--- src/rtl/proc_ctrl_pkg.sv ---
// proc_ctrl_pkg: shared state encodings and stage indices for the pipeline controller
package proc_ctrl_pkg;
    typedef enum logic {CTRL_RUN, CTRL_MULB} ctrl_state_e;
    localparam logic [3:0] REG_ZERO = 4'd0;
    localparam int STG_F = 0;
    localparam int STG_D = 1;
    localparam int STG_E = 2;
    localparam int STG_M = 3;
    localparam int STG_W = 4;
endpackage

--- src/rtl/pipeline_ctrl_if.sv ---
// pipeline_ctrl_if: hazard inputs and bank write/flush controls of the pipeline controller
interface pipeline_ctrl_if;
    logic [3:0]  decode_rs1;
    logic [3:0]  decode_rs2;
    logic        decode_use_rs1;
    logic        decode_use_rs2;
    logic [3:0]  execute_rd;
    logic        execute_memread;
    logic        execute_mul;
    logic        branch_taken;
    logic        mem_req;
    logic        mem_ack;
    logic        pc_write;
    logic        fd_write;
    logic        de_write;
    logic        em_write;
    logic        mw_write;
    logic        fd_flush;
    logic        de_flush;
    logic        em_flush;
    logic        mw_flush;
    logic        mem_err;
    logic [15:0] stall_cycles;
    modport master (
        output decode_rs1, decode_rs2, decode_use_rs1, decode_use_rs2, execute_rd,
               execute_memread, execute_mul, branch_taken, mem_req, mem_ack,
        input  pc_write, fd_write, de_write, em_write, mw_write,
               fd_flush, de_flush, em_flush, mw_flush, mem_err, stall_cycles
    );
    modport slave (
        input  decode_rs1, decode_rs2, decode_use_rs1, decode_use_rs2, execute_rd,
               execute_memread, execute_mul, branch_taken, mem_req, mem_ack,
        output pc_write, fd_write, de_write, em_write, mw_write,
               fd_flush, de_flush, em_flush, mw_flush, mem_err, stall_cycles
    );
endinterface

--- src/rtl/pipeline_ctrl_load_use_detect.sv ---
// load_use_detect: flags a D-stage read of the register an E-stage load is still fetching
module load_use_detect
    import proc_ctrl_pkg::*;
(
    input  logic [3:0] rs1,
    input  logic [3:0] rs2,
    input  logic       use_rs1,
    input  logic       use_rs2,
    input  logic [3:0] rd,
    input  logic       memread,
    output logic       hazard
);
    assign hazard = memread && rd != REG_ZERO && ((use_rs1 && rs1 == rd) || (use_rs2 && rs2 == rd));
endmodule

--- src/rtl/pipeline_ctrl.sv ---
// pipeline_ctrl: stall/flush sequencer for the 5-stage pipeline with stall counter and memory timeout flag
module pipeline_ctrl
    import proc_ctrl_pkg::*;
#(
    parameter int MUL_LATENCY = 4,
    parameter int MEM_TIMEOUT = 255
) (
    input logic clock,
    input logic rst,
    pipeline_ctrl_if.slave bus
);
    localparam logic [2:0] MUL_INIT = 3'(MUL_LATENCY - 1);
    localparam logic [7:0] TIMEOUT = 8'(MEM_TIMEOUT);
    ctrl_state_e state, state_nxt;
    logic [2:0]  mul_cnt, mul_cnt_nxt;
    logic [7:0]  wait_cnt, wait_nxt;
    logic [15:0] stall_q;
    logic        err_q;
    logic        hazard, mem_wait, mul_busy;
    logic [4:0]  wr, fl;
    load_use_detect u_lud (
        .rs1     (bus.decode_rs1),
        .rs2     (bus.decode_rs2),
        .use_rs1 (bus.decode_use_rs1),
        .use_rs2 (bus.decode_use_rs2),
        .rd      (bus.execute_rd),
        .memread (bus.execute_memread),
        .hazard  (hazard)
    );
    always_comb begin
        mem_wait = bus.mem_req && !bus.mem_ack;
        mul_busy = (state == CTRL_RUN && bus.execute_mul && !bus.branch_taken && MUL_LATENCY > 1)
                || (state == CTRL_MULB && mul_cnt > 3'd1);
        wait_nxt = mem_wait ? wait_cnt + (wait_cnt != 8'hFF ? 8'd1 : 8'd0) : 8'd0;
        state_nxt = state;
        mul_cnt_nxt = mul_cnt;
        if (state == CTRL_RUN) begin
            if (mul_busy && !mem_wait) begin
                state_nxt = CTRL_MULB;
                mul_cnt_nxt = MUL_INIT;
            end
        end else begin
            // the count bottoms out at 1 so a memory wait can hold the multiply in E
            mul_cnt_nxt = mul_cnt > 3'd1 ? mul_cnt - 3'd1 : mul_cnt;
            if (mul_cnt == 3'd1 && !mem_wait) begin
                state_nxt = CTRL_RUN;
                mul_cnt_nxt = 3'd0;
            end
        end
        wr = '1;
        fl = '0;
        if (!rst) begin
            wr = '0;
            fl = '1;
        end else if (mem_wait) begin
            wr[STG_F] = 1'b0;
            wr[STG_D] = 1'b0;
            wr[STG_E] = 1'b0;
            wr[STG_M] = 1'b0;
            fl[STG_W] = 1'b1;
        end else if (mul_busy) begin
            wr[STG_F] = 1'b0;
            wr[STG_D] = 1'b0;
            wr[STG_E] = 1'b0;
            fl[STG_M] = 1'b1;
        end else if (bus.branch_taken) begin
            fl[STG_D] = 1'b1;
            fl[STG_E] = 1'b1;
        end else if (hazard) begin
            wr[STG_F] = 1'b0;
            wr[STG_D] = 1'b0;
            fl[STG_E] = 1'b1;
        end
    end
    always_ff @(posedge clock) begin
        if (!rst) begin
            state <= CTRL_RUN;
            mul_cnt <= 3'd0;
            wait_cnt <= 8'd0;
            err_q <= 1'b0;
            stall_q <= 16'd0;
        end else begin
            state <= state_nxt;
            mul_cnt <= mul_cnt_nxt;
            wait_cnt <= wait_nxt;
            if (mem_wait && wait_nxt == TIMEOUT) err_q <= 1'b1;
            if (!wr[STG_F] && stall_q != 16'hFFFF) stall_q <= stall_q + 16'd1;
        end
    end
    assign bus.pc_write = wr[STG_F];
    assign bus.fd_write = wr[STG_D];
    assign bus.de_write = wr[STG_E];
    assign bus.em_write = wr[STG_M];
    assign bus.mw_write = wr[STG_W];
    assign bus.fd_flush = fl[STG_D];
    assign bus.de_flush = fl[STG_E];
    assign bus.em_flush = fl[STG_M];
    assign bus.mw_flush = fl[STG_W];
    assign bus.mem_err = err_q;
    assign bus.stall_cycles = stall_q;
endmodule

--- src/flat_wrapper.sv ---
// flat-port wrapper written by rule: the top's interface ports become plain ports
module pipeline_ctrl_flat import proc_ctrl_pkg::*;
#(
    parameter int MUL_LATENCY = 4,
    parameter int MEM_TIMEOUT = 255
)
  (clock, rst, bus_decode_rs1, bus_decode_rs2, bus_decode_use_rs1, bus_decode_use_rs2, bus_execute_rd, bus_execute_memread, bus_execute_mul, bus_branch_taken, bus_mem_req, bus_mem_ack, bus_pc_write, bus_fd_write, bus_de_write, bus_em_write, bus_mw_write, bus_fd_flush, bus_de_flush, bus_em_flush, bus_mw_flush, bus_mem_err, bus_stall_cycles);
  pipeline_ctrl_if bus_i ();
  input logic clock;
  input logic rst;
  input wire logic [$bits(bus_i.decode_rs1)-1:0] bus_decode_rs1;
  input wire logic [$bits(bus_i.decode_rs2)-1:0] bus_decode_rs2;
  input wire logic [$bits(bus_i.decode_use_rs1)-1:0] bus_decode_use_rs1;
  input wire logic [$bits(bus_i.decode_use_rs2)-1:0] bus_decode_use_rs2;
  input wire logic [$bits(bus_i.execute_rd)-1:0] bus_execute_rd;
  input wire logic [$bits(bus_i.execute_memread)-1:0] bus_execute_memread;
  input wire logic [$bits(bus_i.execute_mul)-1:0] bus_execute_mul;
  input wire logic [$bits(bus_i.branch_taken)-1:0] bus_branch_taken;
  input wire logic [$bits(bus_i.mem_req)-1:0] bus_mem_req;
  input wire logic [$bits(bus_i.mem_ack)-1:0] bus_mem_ack;
  output wire logic [$bits(bus_i.pc_write)-1:0] bus_pc_write;
  output wire logic [$bits(bus_i.fd_write)-1:0] bus_fd_write;
  output wire logic [$bits(bus_i.de_write)-1:0] bus_de_write;
  output wire logic [$bits(bus_i.em_write)-1:0] bus_em_write;
  output wire logic [$bits(bus_i.mw_write)-1:0] bus_mw_write;
  output wire logic [$bits(bus_i.fd_flush)-1:0] bus_fd_flush;
  output wire logic [$bits(bus_i.de_flush)-1:0] bus_de_flush;
  output wire logic [$bits(bus_i.em_flush)-1:0] bus_em_flush;
  output wire logic [$bits(bus_i.mw_flush)-1:0] bus_mw_flush;
  output wire logic [$bits(bus_i.mem_err)-1:0] bus_mem_err;
  output wire logic [$bits(bus_i.stall_cycles)-1:0] bus_stall_cycles;
  assign bus_i.decode_rs1 = bus_decode_rs1;
  assign bus_i.decode_rs2 = bus_decode_rs2;
  assign bus_i.decode_use_rs1 = bus_decode_use_rs1;
  assign bus_i.decode_use_rs2 = bus_decode_use_rs2;
  assign bus_i.execute_rd = bus_execute_rd;
  assign bus_i.execute_memread = bus_execute_memread;
  assign bus_i.execute_mul = bus_execute_mul;
  assign bus_i.branch_taken = bus_branch_taken;
  assign bus_i.mem_req = bus_mem_req;
  assign bus_i.mem_ack = bus_mem_ack;
  assign bus_pc_write = bus_i.pc_write;
  assign bus_fd_write = bus_i.fd_write;
  assign bus_de_write = bus_i.de_write;
  assign bus_em_write = bus_i.em_write;
  assign bus_mw_write = bus_i.mw_write;
  assign bus_fd_flush = bus_i.fd_flush;
  assign bus_de_flush = bus_i.de_flush;
  assign bus_em_flush = bus_i.em_flush;
  assign bus_mw_flush = bus_i.mw_flush;
  assign bus_mem_err = bus_i.mem_err;
  assign bus_stall_cycles = bus_i.stall_cycles;
  pipeline_ctrl #(.MUL_LATENCY(MUL_LATENCY), .MEM_TIMEOUT(MEM_TIMEOUT)) u_core (.clock(clock), .rst(rst), .bus(bus_i));
endmodule
--- config.mk ---
export PLATFORM = sky130hd
export DESIGN_NAME = pipeline_ctrl_flat
export DESIGN_NICKNAME = d
export VERILOG_FILES = /design/src/rtl/proc_ctrl_pkg.sv /design/src/rtl/pipeline_ctrl_if.sv /design/src/rtl/pipeline_ctrl_load_use_detect.sv /design/src/rtl/pipeline_ctrl.sv /design/src/flat_wrapper.sv
export SDC_FILE = /design/constraint.sdc
export NUM_CORES = 1
export LEC_CHECK = 0
export BUFFER_PORTS_ARGS = -buffer_cell sky130_fd_sc_hd__buf_2
export CORE_AREA = 10 10 72 74
export CTS_CLUSTER_SIZE = 20
export DETAILED_ROUTE_END_ITERATION = 8
export DIE_AREA = 0 0 82 84
export GPL_ROUTABILITY_DRIVEN = 0
export PLACE_DENSITY_LB_ADDON = 0.1
export SETUP_SLACK_MARGIN = 0.4
export SKIP_LAST_GASP = 1
export SYNTH_ARGS = -nofsm -noshare
export SYNTH_HDL_FRONTEND = slang
export SYNTH_SLANG_ARGS = --single-unit
--- constraint.sdc ---
create_clock -name clock -period 3.3 [get_ports clock]
set_input_delay 0.33 -clock clock [delete_from_list [all_inputs] [get_ports clock]]
set_output_delay 0.33 -clock clock [all_outputs]
set_load 0.02 [all_outputs]
==> metrics.md, run 1 <==
| Metric | Value |
|---|---|
| Status | completed |
| Syn. warnings | 0 |
| Primary FF master, synth | dfxtp_1 |
| Post-DP HPWL | 3300 um |
| Final hold violations | 0 |
| Number of library cell types mapped by synthesis | 39 |
| Number of port buffers | 46 |
| Vias | 1691 |
| Top-count cell post-synth | nand2_1 |
| Area growth syn-to-layout | 16.9% |
| Ant. Diodes | 0 |
| Reg2reg path depth | 6 |
| Maximum number of pins on one net before global-route repair | 41 |
| Reg2reg end | u_core.bus.stall_cycles[3]$_SDFFE_PN0P_ |
| Flops & latches, synth | 29 |
| Area contributors post-synth | dfxtp_1, mux2i_1, nand2_1 |
| Total CTS buffers | 5 |
| Fin nets | a little under 300 |
| Initial Util | 0.499 |
| CTS root buffer | clkbuf_8 |
| GRT Total Usage | 0.132 |
| Critical Path End Type | output pin |
| Worst R2R Setup Slack | 1170 ps |
| Std cell rows | 23 |
| # Max-Cap Violations | 0 |
| Hold Path Depth | 3 |
| Leak | 0.000897 uW |
| Die ar. | 6890 um^2 |
| Critical path data arrival time | 2330 ps |
| # resized after CTS | 0 |
| Seq/Total Area, Yosys | 0.301 |
| Min Clock Period, post-route | 2660 ps |
| Die width | 82 um |
| Post-CTS Setup Inserts | 0 |
| Final setup TNS | 0 ps |
| Final ANT Viol Nets | 0 |
| IO Pins | 47 |
| Reg-to-Reg Start | u_core.mul_cnt[0]$_SDFFE_PN0P_ |
| Maximum vdd drop | 0.206 mV |
| Max-slew violation count | 0 |
| Hold endpoint | u_core.wait_cnt[0]$_SDFF_PN0_ |
| Clock tree buffer depth | 2 |
| RSZ-0062 raised after global routing | no |
| Total Routed Length | 4290 um |
| Post-Synthesis Cells | 228 |
| CTS tree | built |
| Pwr per Cell Area | 349 nW/um^2 |
| Initial antenna violation count | 0 |
| CP Data Required Time | 2970 ps |
| CP Class | reg2out |
| Fin Clk Skew | roughly 5.3 ps |
| Slew of the pin with the lowest slew margin | ~860 ps |
| CTS HTree Levels | 2 |
| Top-area cell type share of the netlist area | 0.301 |
| Vias in the first global route | 1672 |
| Syn Nets | 254 |
| Drt via density | 5.24 |
| Fillcell total | about 370 |
| Clk_lat worst skew | 280 ps |
| Total grt overflow | 0 |
| Final Setup Violations | 0 |
| Iter 0 DRT Violations | 40 |
| DRC viols | 0 |
| # clock sinks | 29 |
| Critical Path Fanout Max | 17 |
| Die height | 84 um |
| Cts hold-fix bufs | 0 |
| Post-synth EDFFs | 0 |
| Post-Syn Area | 1930 um^2 |
| Syn_area_per_cell | 8.45 um^2 |
| Hold slack | 437 ps |
| Clock transition at the registers of the reported paths | 60 ps |
| Post-synth top area cell | dfxtp_1 |
| Asr flop ratio synth | 0 |
| Drt wl/cell | 13.3 um |
| Core footprint | 3860 um^2 |
| Period Utilization, post-route | 0.807 |
| Nature of the critical path startpoint | flip-flop |
| Post-synth top cells | nand2_1, dfxtp_1, nor2_1 |
| Fmax achieved | 376 MHz |
| Drt pass-1 iters | 4 |
| Worst hold path class | in2reg |
| First-pass GRT wire length | between 7000 and 8000 um |
| Worst Hold Launch | bus_mem_ack |
| Slew headroom | 0.422 |
| Ratio of cells with drive above 1 in the final layout | 0.267 |
-- registers in the layout, indices dropped and copies added (netlist names) --
signal and flops:
u_core.bus.stall_cycles 16, u_core.bus.mem_err 1, u_core.wait_cnt 8, u_core.mul_cnt 3, u_core.state 1
-- layout by cell type, fill, tap and decap left out, types with 2 or more instances in the layout --
master and count:
xnor2_1 3, nor3_4 2, dfxtp_1 29, nor3_1 5, a21oi_1 7, ha_1 5, buf_2 46, and2_1 2
a2111oi_2 5, nand3_1 16, nand2_1 37, and3_1 4, nor3b_1 2, xor2_1 12, inv_1 7, nand4_1 3
nor2_1 17, clkinv_2 2, clkbuf_8 5, a211oi_2 5, nand2b_1 16, o21ai_0 7, nor4_4 2, mux2i_1 16
a211oi_1 2, buf_4 2
-- worst max-delay path: stages, from the launching register on --
cell and delay, ps:
dfxtp_1 400, ha_1 210, nand2b_1 110, o311a_1 190
nor3_4 750, and2_1 240, buf_2 170
-- where the power goes --
group          leakage [uW]  switching, uW  internal [uW]  total [uW]
clock network     0.0000450            136            146         282
registers          0.000235           12.5            359         371
logic              0.000617           81.6           50.7         132
total              0.000897            230            555         785
-- logic make-up (layout without fill, tap and decap cells) --
group	count (synthesis)	count (layout)	synth area share
AOI/OAI and AO/OA	35	35	0.162
and+or+nand+nor	109	109	0.299
adders and majority gates	5	5	0.0325
xor gates and xnor gates	15	15	0.0682
buffers and inverters	18	63	0.0474
DFF	29	29	0.301
muxes	17	17	0.0890
-- final cells by class --
class,instances,area (um^2),share of cell area
inverters,7,26.3,0.0117
multi-input cells,181,1250,0.557
clock buffers,6,72.6,0.0322
clock inverters,2,10.0,0.00445
flip-flops and latches,29,581,0.258
well taps,50,62.6,0.0278
repair buffers,48,245,0.109
-- through the flow --
stage	cells	area, um^2	worst slack (ps)	power, uW	util
3_5_place_dp	315	2170	946	512	0.562
3_3_place_gp	315	2170	974	511	0.562
2_1_floorplan	228	1930	1090	472	-
4_1_cts	323	2250	643	797	0.584
5_1_grt	323	2250	478	827	0.584
6_report	323	2250	638	785	0.584
-- worst max path at each step --
stage          slack, ps  cells past startpoint                           start           end
5_1_grt              480                      6  u_core.mul_cnt[0]$_SDFFE_PN0P_  bus_fd_write
2_1_floorplan       1090                      7  u_core.mul_cnt[0]$_SDFFE_PN0P_  bus_pc_write
3_3_place_gp         970                      6  u_core.mul_cnt[0]$_SDFFE_PN0P_  bus_fd_write
4_1_cts              640                      6  u_core.mul_cnt[0]$_SDFFE_PN0P_  bus_fd_write
3_5_place_dp         950                      6  u_core.mul_cnt[0]$_SDFFE_PN0P_  bus_fd_write
6_report             640                      6  u_core.mul_cnt[0]$_SDFFE_PN0P_  bus_fd_write
-- metal layers --
layer | global-route usage | vias up | wire length, um
li1 | - | 889 | -
met1 | 0.151 | 767 | 1880
met2 | 0.224 | 29 | 2110
met3 | 0.0377 | 6 | 249
met4 | 0.0418 | 0 | 50
met5 | 0 | - | 0
(Power assumes the default switching activity.)
==> inputs of run 2 (changes only) <==
Clock period 3.3 ns to 2.71 ns, I/O delays scaled along.
==> metrics.md, run 2 (synthesis gave the netlist of run 1 again) <==
| Metric | Value |
|---|---|
| Area growth syn-to-layout | 18.5% |
| # Max-Cap Violations | 0 (unchanged) |
| CP Data Required Time | 2440 ps (-530 ps) |
| Final ANT Viol Nets | 0 (unchanged) |
| RSZ-0062 raised after global routing | no |
| Critical path data arrival time | 1900 ps (-430 ps) |
| Status | completed |
| Worst hold path class | in2reg |
| Clock transition at the registers of the reported paths | 60 ps (about the same) |
| CTS tree | built |
| CTS root buffer | clkbuf_8 |
| M1 GR Usage | 0.144 (-0.00773) |
| Ant. Diodes | 0 (unchanged) |
| Fin Clk Skew | 4.30 ps (-0.983 ps) |
| Die ar. | 6890 um^2 (unchanged) |
| CP Cell Sequence | inv_1 > ha_1 > nand2b_1 > o311a_4 > nor3_4 > buf_12 > and2_1 > buf_2 |
| Max-slew violation count | 0 (unchanged) |
| Met2 Use GR | 0.229 (+0.00499) |
| Ratio of cells with drive above 1 in the final layout | 0.282 (+0.0147) |
| Clock tree buffer depth | 2 (unchanged) |
| Fmax achieved | 461 MHz |
| Core footprint | 3860 um^2 (unchanged) |
| Grt met3 use | 0.0420 (+0.00431) |
| Post-Place Cells | 315 (unchanged) |
| Switching share of total power | 0.299 (+0.00609) |
| Final hold violations | 0 (unchanged) |
| Largest register FFs | 16 (unchanged) |
| Min Clock Period, post-route | 2170 ps |
| Hold Path Depth | 3 (unchanged) |
| Total Routed Length | 4460 um (+3.9%) |
| Most used routing layer | met2 |
| Psw | 290 uW (+26%) |
| Maximum number of pins on one net before global-route repair | 41 (unchanged) |
| Period Utilization, post-route | 0.801 |
| Footprint of the multi-input gates | 1260 um^2 (+0.90%) |
| Post-route insts no fill | 323 (unchanged) |
| Critical Path Fanout Max | 17 (unchanged) |
| Critical Path End Type | output pin |
| GRT Total Usage | 0.133 (+0.000932) |
| Pwr per Cell Area | 425 nW/um^2 (+22%) |
| Final setup TNS | 0 ps (unchanged) |
| Die height | 84 um (unchanged) |
| Clk pwr share | 0.362 (+0.003) |
| Number of port buffers | 46 (unchanged) |
| Leading cell types in the layout, fill and taps excluded | buf_2, nand2_1, dfxtp_1 |
| Slowest CP cell | dfxtp_1 |
| IO Pins | 47 (unchanged) |
| Reg2reg path depth | 10 (+4) |
| Total CTS buffers | 5 (unchanged) |
| P_int | 680 uW (+22%) |
| Nature of the critical path startpoint | flip-flop |
| Drt pass-1 iters | 4 (unchanged) |
| Maximum vdd drop | 0.254 mV (+24%) |
| Initial Util | 0.499 (unchanged) |
| Vias in the first global route | 1633 (-2.3%) |
| CTS HTree Levels | 2 (unchanged) |
| Drt via density | 5.32 (+1.6%) |
| Vias | 1718 (+1.6%) |
| DRC viols | 0 (unchanged) |
| Drt wl/cell | 13.8 um (+3.9%) |
| Clk_lat worst skew | 280 ps (about the same) |
| First-pass GRT wire length | 7360 um (-1.7%) |
| CP Class | reg2out |
| Fillcell total | 388 (+5.1%) |
| Cts hold-fix bufs | 0 (unchanged) |
| Post-DP HPWL | 3350 um (+1.6%) |
| Leak | 0.000895 uW (-0.22%) |
| Final Setup Violations | 0 (unchanged) |
| Std cell rows | 23 (unchanged) |
| Iter 0 DRT Violations | 72 (+80%) |
| Initial antenna violation count | 0 (unchanged) |
| Die width | 82 um (unchanged) |
| Fin nets | 298 (unchanged) |
| Total grt overflow | 0 (unchanged) |
| Sequential power share | 0.467 (-0.006) |
| # clock sinks | 29 (unchanged) |
| FF/Latch Area | 583 um^2 (+0.43%) |
| Power share of the combinational group | 0.171 (+0.003) |
| Slew of the pin with the lowest slew margin | 608 ps (-256 ps) |
| Most common cell after layout, fill and taps aside | buf_2 |
| Slew headroom | 0.594 (+0.171) |
| Max incr delay on CP | 390 ps (-360 ps) |
-- run 2: path summary, 6_finish.rpt --
kind / endpoint / slack (ps) / from
max: bus_fd_write / 540 / u_core.mul_cnt[1]$_SDFFE_PN0P_
min: u_core.wait_cnt[0]$_SDFF_PN0_ / 360 / bus_mem_ack
max reg2reg: u_core.bus.mem_err$_SDFFE_PN0P_ / 690 / u_core.wait_cnt[3]$_SDFF_PN0_
min reg2reg: u_core.bus.mem_err$_SDFFE_PN0P_ / 460 / u_core.bus.mem_err$_SDFFE_PN0P_
-- run 2: worst max-delay path: cells and delay by family, from the launching register on --
kind	cells	cell delay, ps
buffers and inverters	3	410
AOI/OAI and AO/OA	1	250
DFF	1	390
and+or+nand+nor	3	350
adders and majority gates	1	210
-- run 2: per-layer routing --
metal | wire length, um | vias up
met5 | 0 | -
met4 | 65 | 0
met3 | 254 | 6
met2 | 2270 | 31
met1 | 1870 | 794
li1 | - | 887
-- run 2: final cells by class --
class                           instances  area share
Clock buffer                            5      0.0302
Clock inverter                          3     0.00768
Tap cell                               50      0.0274
Multi-Input combinational cell        181       0.555
Inverter                                7      0.0115
Timing Repair Buffer                   48       0.113
Sequential cell                        29       0.256
-- run 2: per-stage QoR --
step / setup WS [ps] / utilization / power [uW] / cell area, um^2 / hold slack [ps]
floorplan: 556 / - / 575 / 1930 / 493
global placement: 577 / 0.562 / 622 / 2170 / 448
detailed placement: 545 / 0.562 / 624 / 2170 / 455
CTS: 422 / 0.585 / 983 / 2250 / 353
global route: 390 / 0.591 / 1030 / 2280 / 383
finish: 540 / 0.591 / 970 / 2280 / 360
-- run 2: power by group through the flow --
stage	combinational (uW)	sequential, uW	clock, uW
floorplan	111	464	0
finish	166	453	351
CTS	164	451	369
global route	186	455	387
detailed placement	163	461	0
global placement	161	461	0
-- run 2: what timing repair did --
item                       CTS  global route
setup buffers                0             0
gates resized for setup      0             6
setup endpoints to repair    0             3
==> inputs of run 3 (changes only) <==
Clock period 2.71 ns to 2.25 ns, I/O delays scaled along.
==> metrics.md, run 3 (synthesis gave the netlist of run 1 again) <==
| Metric | Value |
|---|---|
| Maximum vdd drop | 0.454 mV (+79%) |
| Most common cell after layout, fill and taps aside | buf_2 |
| Period Utilization, post-route | 0.832 |
| CTS HTree Levels | 2 (unchanged) |
| Final setup TNS | 0 ps (unchanged) |
| Fin Clk Skew | 6.50 ps (+2.20 ps) |
| CP Class | reg2out |
| Leading cell types in the layout, fill and taps excluded | buf_2, nand2_1, dfxtp_1 |
| Drt via density | 5.35 (+0.67%) |
| P_int | 853 uW (+25%) |
| Slowest CP cell | o311a_4 |
| Leak | 0.00103 uW (+15%) |
| Critical path startpoint | u_core.mul_cnt[1]$_SDFFE_PN0P_ |
| Worst setup path endpoint | bus_pc_write |
| Critical Path Fanout Max | 7 (-10) |
| CP Data Required Time | 2030 ps (-410 ps) |
| CP Cell Sequence | o311a_4 > nor3_4 > buf_12 > and2_4 > buf_2 |
| CTS tree | built |
| # Max-Cap Violations | 0 (unchanged) |
| Initial Util | 0.499 (unchanged) |
| Switching share of total power | 0.301 (+0.00198) |
| Reg-to-Reg Start | u_core.mul_cnt[1]$_SDFFE_PN0P_ |
| Clock transition at the registers of the reported paths | 70 ps (about the same) |
| Critical path data arrival time | 1650 ps (-250 ps) |
| Critical Path End Type | output pin |
| Area growth syn-to-layout | 38.9% |
| Largest register FFs | 16 (unchanged) |
| Sequential power share | 0.447 (-0.020) |
| Drt wl/cell | 14.7 um (+6.2%) |
| Drt pass-1 iters | 4 (unchanged) |
| Total grt overflow | 0 (unchanged) |
| Pwr per Cell Area | 456 nW/um^2 (+7.2%) |
| Final hold violations | 0 (unchanged) |
| Fillcell total | 310 (-20%) |
| Worst hold path class | in2reg |
| Iter 0 DRT Violations | 129 (+79%) |
| # clock sinks | 29 (unchanged) |
| Status | completed |
| First-pass GRT wire length | 7880 um (+7.0%) |
| Nature of the critical path startpoint | flip-flop |
| RSZ-0062 raised after global routing | yes |
| Worst R2R Setup Slack | 450 ps (-240 ps) |
| Std cell rows | 23 (unchanged) |
| Final Setup Violations | 0 (unchanged) |
| Fin nets | 319 (+7.0%) |
| Hold slack | 324 ps (-36.0 ps) |
| Maximum number of pins on one net before global-route repair | 41 (unchanged) |
| CTS root buffer | clkbuf_8 |
| Ratio of cells with drive above 1 in the final layout | 0.415 (+0.133) |
| Clock tree buffer depth | 2 (unchanged) |
| Clk pwr share | 0.344 (-0.018) |
| Vias in the first global route | 1650 (+1.0%) |
| Final ANT Viol Nets | 0 (unchanged) |
| Max incr delay on CP | 400 ps (about the same) |
| Psw | 367 uW (+27%) |
| Final instance area | 2680 um^2 (+17%) |
| Max-slew violation count | 0 (unchanged) |
| Reg2reg end | u_core.bus.stall_cycles[4]$_SDFFE_PN0P_ |
| Fmax achieved | 534 MHz |
| Number of port buffers | 46 (unchanged) |
| DRC viols | 0 (unchanged) |
| Post-DP HPWL | 3330 um (-0.64%) |
| GRT Total Usage | 0.139 (+0.00675) |
| Core footprint | 3860 um^2 (unchanged) |
| Ant. Diodes | 0 (unchanged) |
| IO Pins | 47 (unchanged) |
| Initial antenna violation count | 0 (unchanged) |
| Slew headroom | 0.744 (+0.151) |
| Clk_lat worst skew | 290 ps (about the same) |
| Vias | 1842 (+7.2%) |
| Die ar. | 6890 um^2 (unchanged) |
| Total Power | 1220 uW (+26%) |
| DP Area | 2230 um^2 (+2.8%) |
| Min Clock Period, post-route | roughly 1900 ps |
| Reg2reg path depth | 10 (unchanged) |
| Total Routed Length | 5040 um (+13%) |
| Slew of the pin with the lowest slew margin | 383 ps (-225 ps) |
| Die height | 84 um (unchanged) |
| Die width | 82 um (unchanged) |
| Total CTS buffers | 5 (unchanged) |
| Power share of the combinational group | 0.209 (+0.038) |
[run 3: changes by cell type in the layout (fill, tap and decap cells not counted), moves of 3 or more]
cell,before,now
nand3_1,16,13
dfxtp_1,27,22
buf_4,1,20
dfxtp_4,0,5
a2111oi_4,0,4
ha_1,5,2
nand3_2,0,3
a2111oi_2,5,1
ha_4,0,3
[run 3: area by class of cell]
cell class	instances	area, um^2	share of cell area
multi-input cells	181	1430	0.536
flip-flops and latches	29	602	0.225
repair buffers	69	467	0.174
clock buffers	6	72.6	0.0271
well taps	50	62.6	0.0234
inverters	7	28.8	0.0108
clock inverters	2	10.0	0.00374
[run 3: repair_timing]
action | CTS | global route
cloned | 0 | 1
hold buffers | 0 | 0
gates resized for setup | 13 | 30
endpoints found under the setup margin | 12 | 19
pin swaps | 2 | 6
buffers inserted | 7 | 9
[run 3: layer usage]
metal	up-vias	wire length [um]	GRT usage	share of wire
met5	-	0	0	0
met4	0	47	0.0464	0.0093
met3	6	474	0.0593	0.094
met2	48	2280	0.203	0.45
met1	860	2240	0.178	0.44
li1	928	-	-	-
[run 3: per-stage QoR]
| step | setup WS, ps | util | instances |
|---|---|---|---|
| 2_1_floorplan | 402 | - | 228 |
| 3_3_place_gp | 258 | 0.578 | 319 |
| 3_5_place_dp | 218 | 0.578 | 319 |
| 4_1_cts | 375 | 0.634 | 334 |
| 5_1_grt | 294 | 0.694 | 344 |
| 6_report | 377 | 0.694 | 344 |
[run 3: worst min path at each step]
| stage | startpoint | end | slack [ps] | depth (start not counted) |
|---|---|---|---|---|
| after floorplan | rst | u_core.wait_cnt[1]$_SDFF_PN0_ | 450 | 2 |
| after global placement | u_core.bus.stall_cycles[4]$_SDFFE_PN0P_ | u_core.bus.stall_cycles[4]$_SDFFE_PN0P_ | 470 | 2 |
| after detailed placement | u_core.bus.mem_err$_SDFFE_PN0P_ | u_core.bus.mem_err$_SDFFE_PN0P_ | 450 | 1 |
| after CTS | bus_mem_ack | u_core.wait_cnt[0]$_SDFF_PN0_ | 320 | 3 |
| after global routing | bus_mem_ack | u_core.wait_cnt[0]$_SDFF_PN0_ | 340 | 3 |
| final | bus_mem_ack | u_core.wait_cnt[0]$_SDFF_PN0_ | 320 | 3 |
[run 3: power groups by stage]
stage / Sequential (uW) / Combinational [uW] / Clock (uW)
2_1_floorplan: 561 / 141 / 0
3_5_place_dp: 557 / 203 / 0
3_3_place_gp: 557 / 202 / 0
5_1_grt: 548 / 279 / 454
6_report: 545 / 256 / 420
4_1_cts: 546 / 228 / 426
[run 3: critical path, delay by kind of cell, from the launching register on]
| kind | cells | cell delay, ps |
|---|---|---|
| compound gates | 1 | 400 |
| buf+inv | 2 | 300 |
| flops | 1 | 360 |
| simple gates | 2 | 290 |
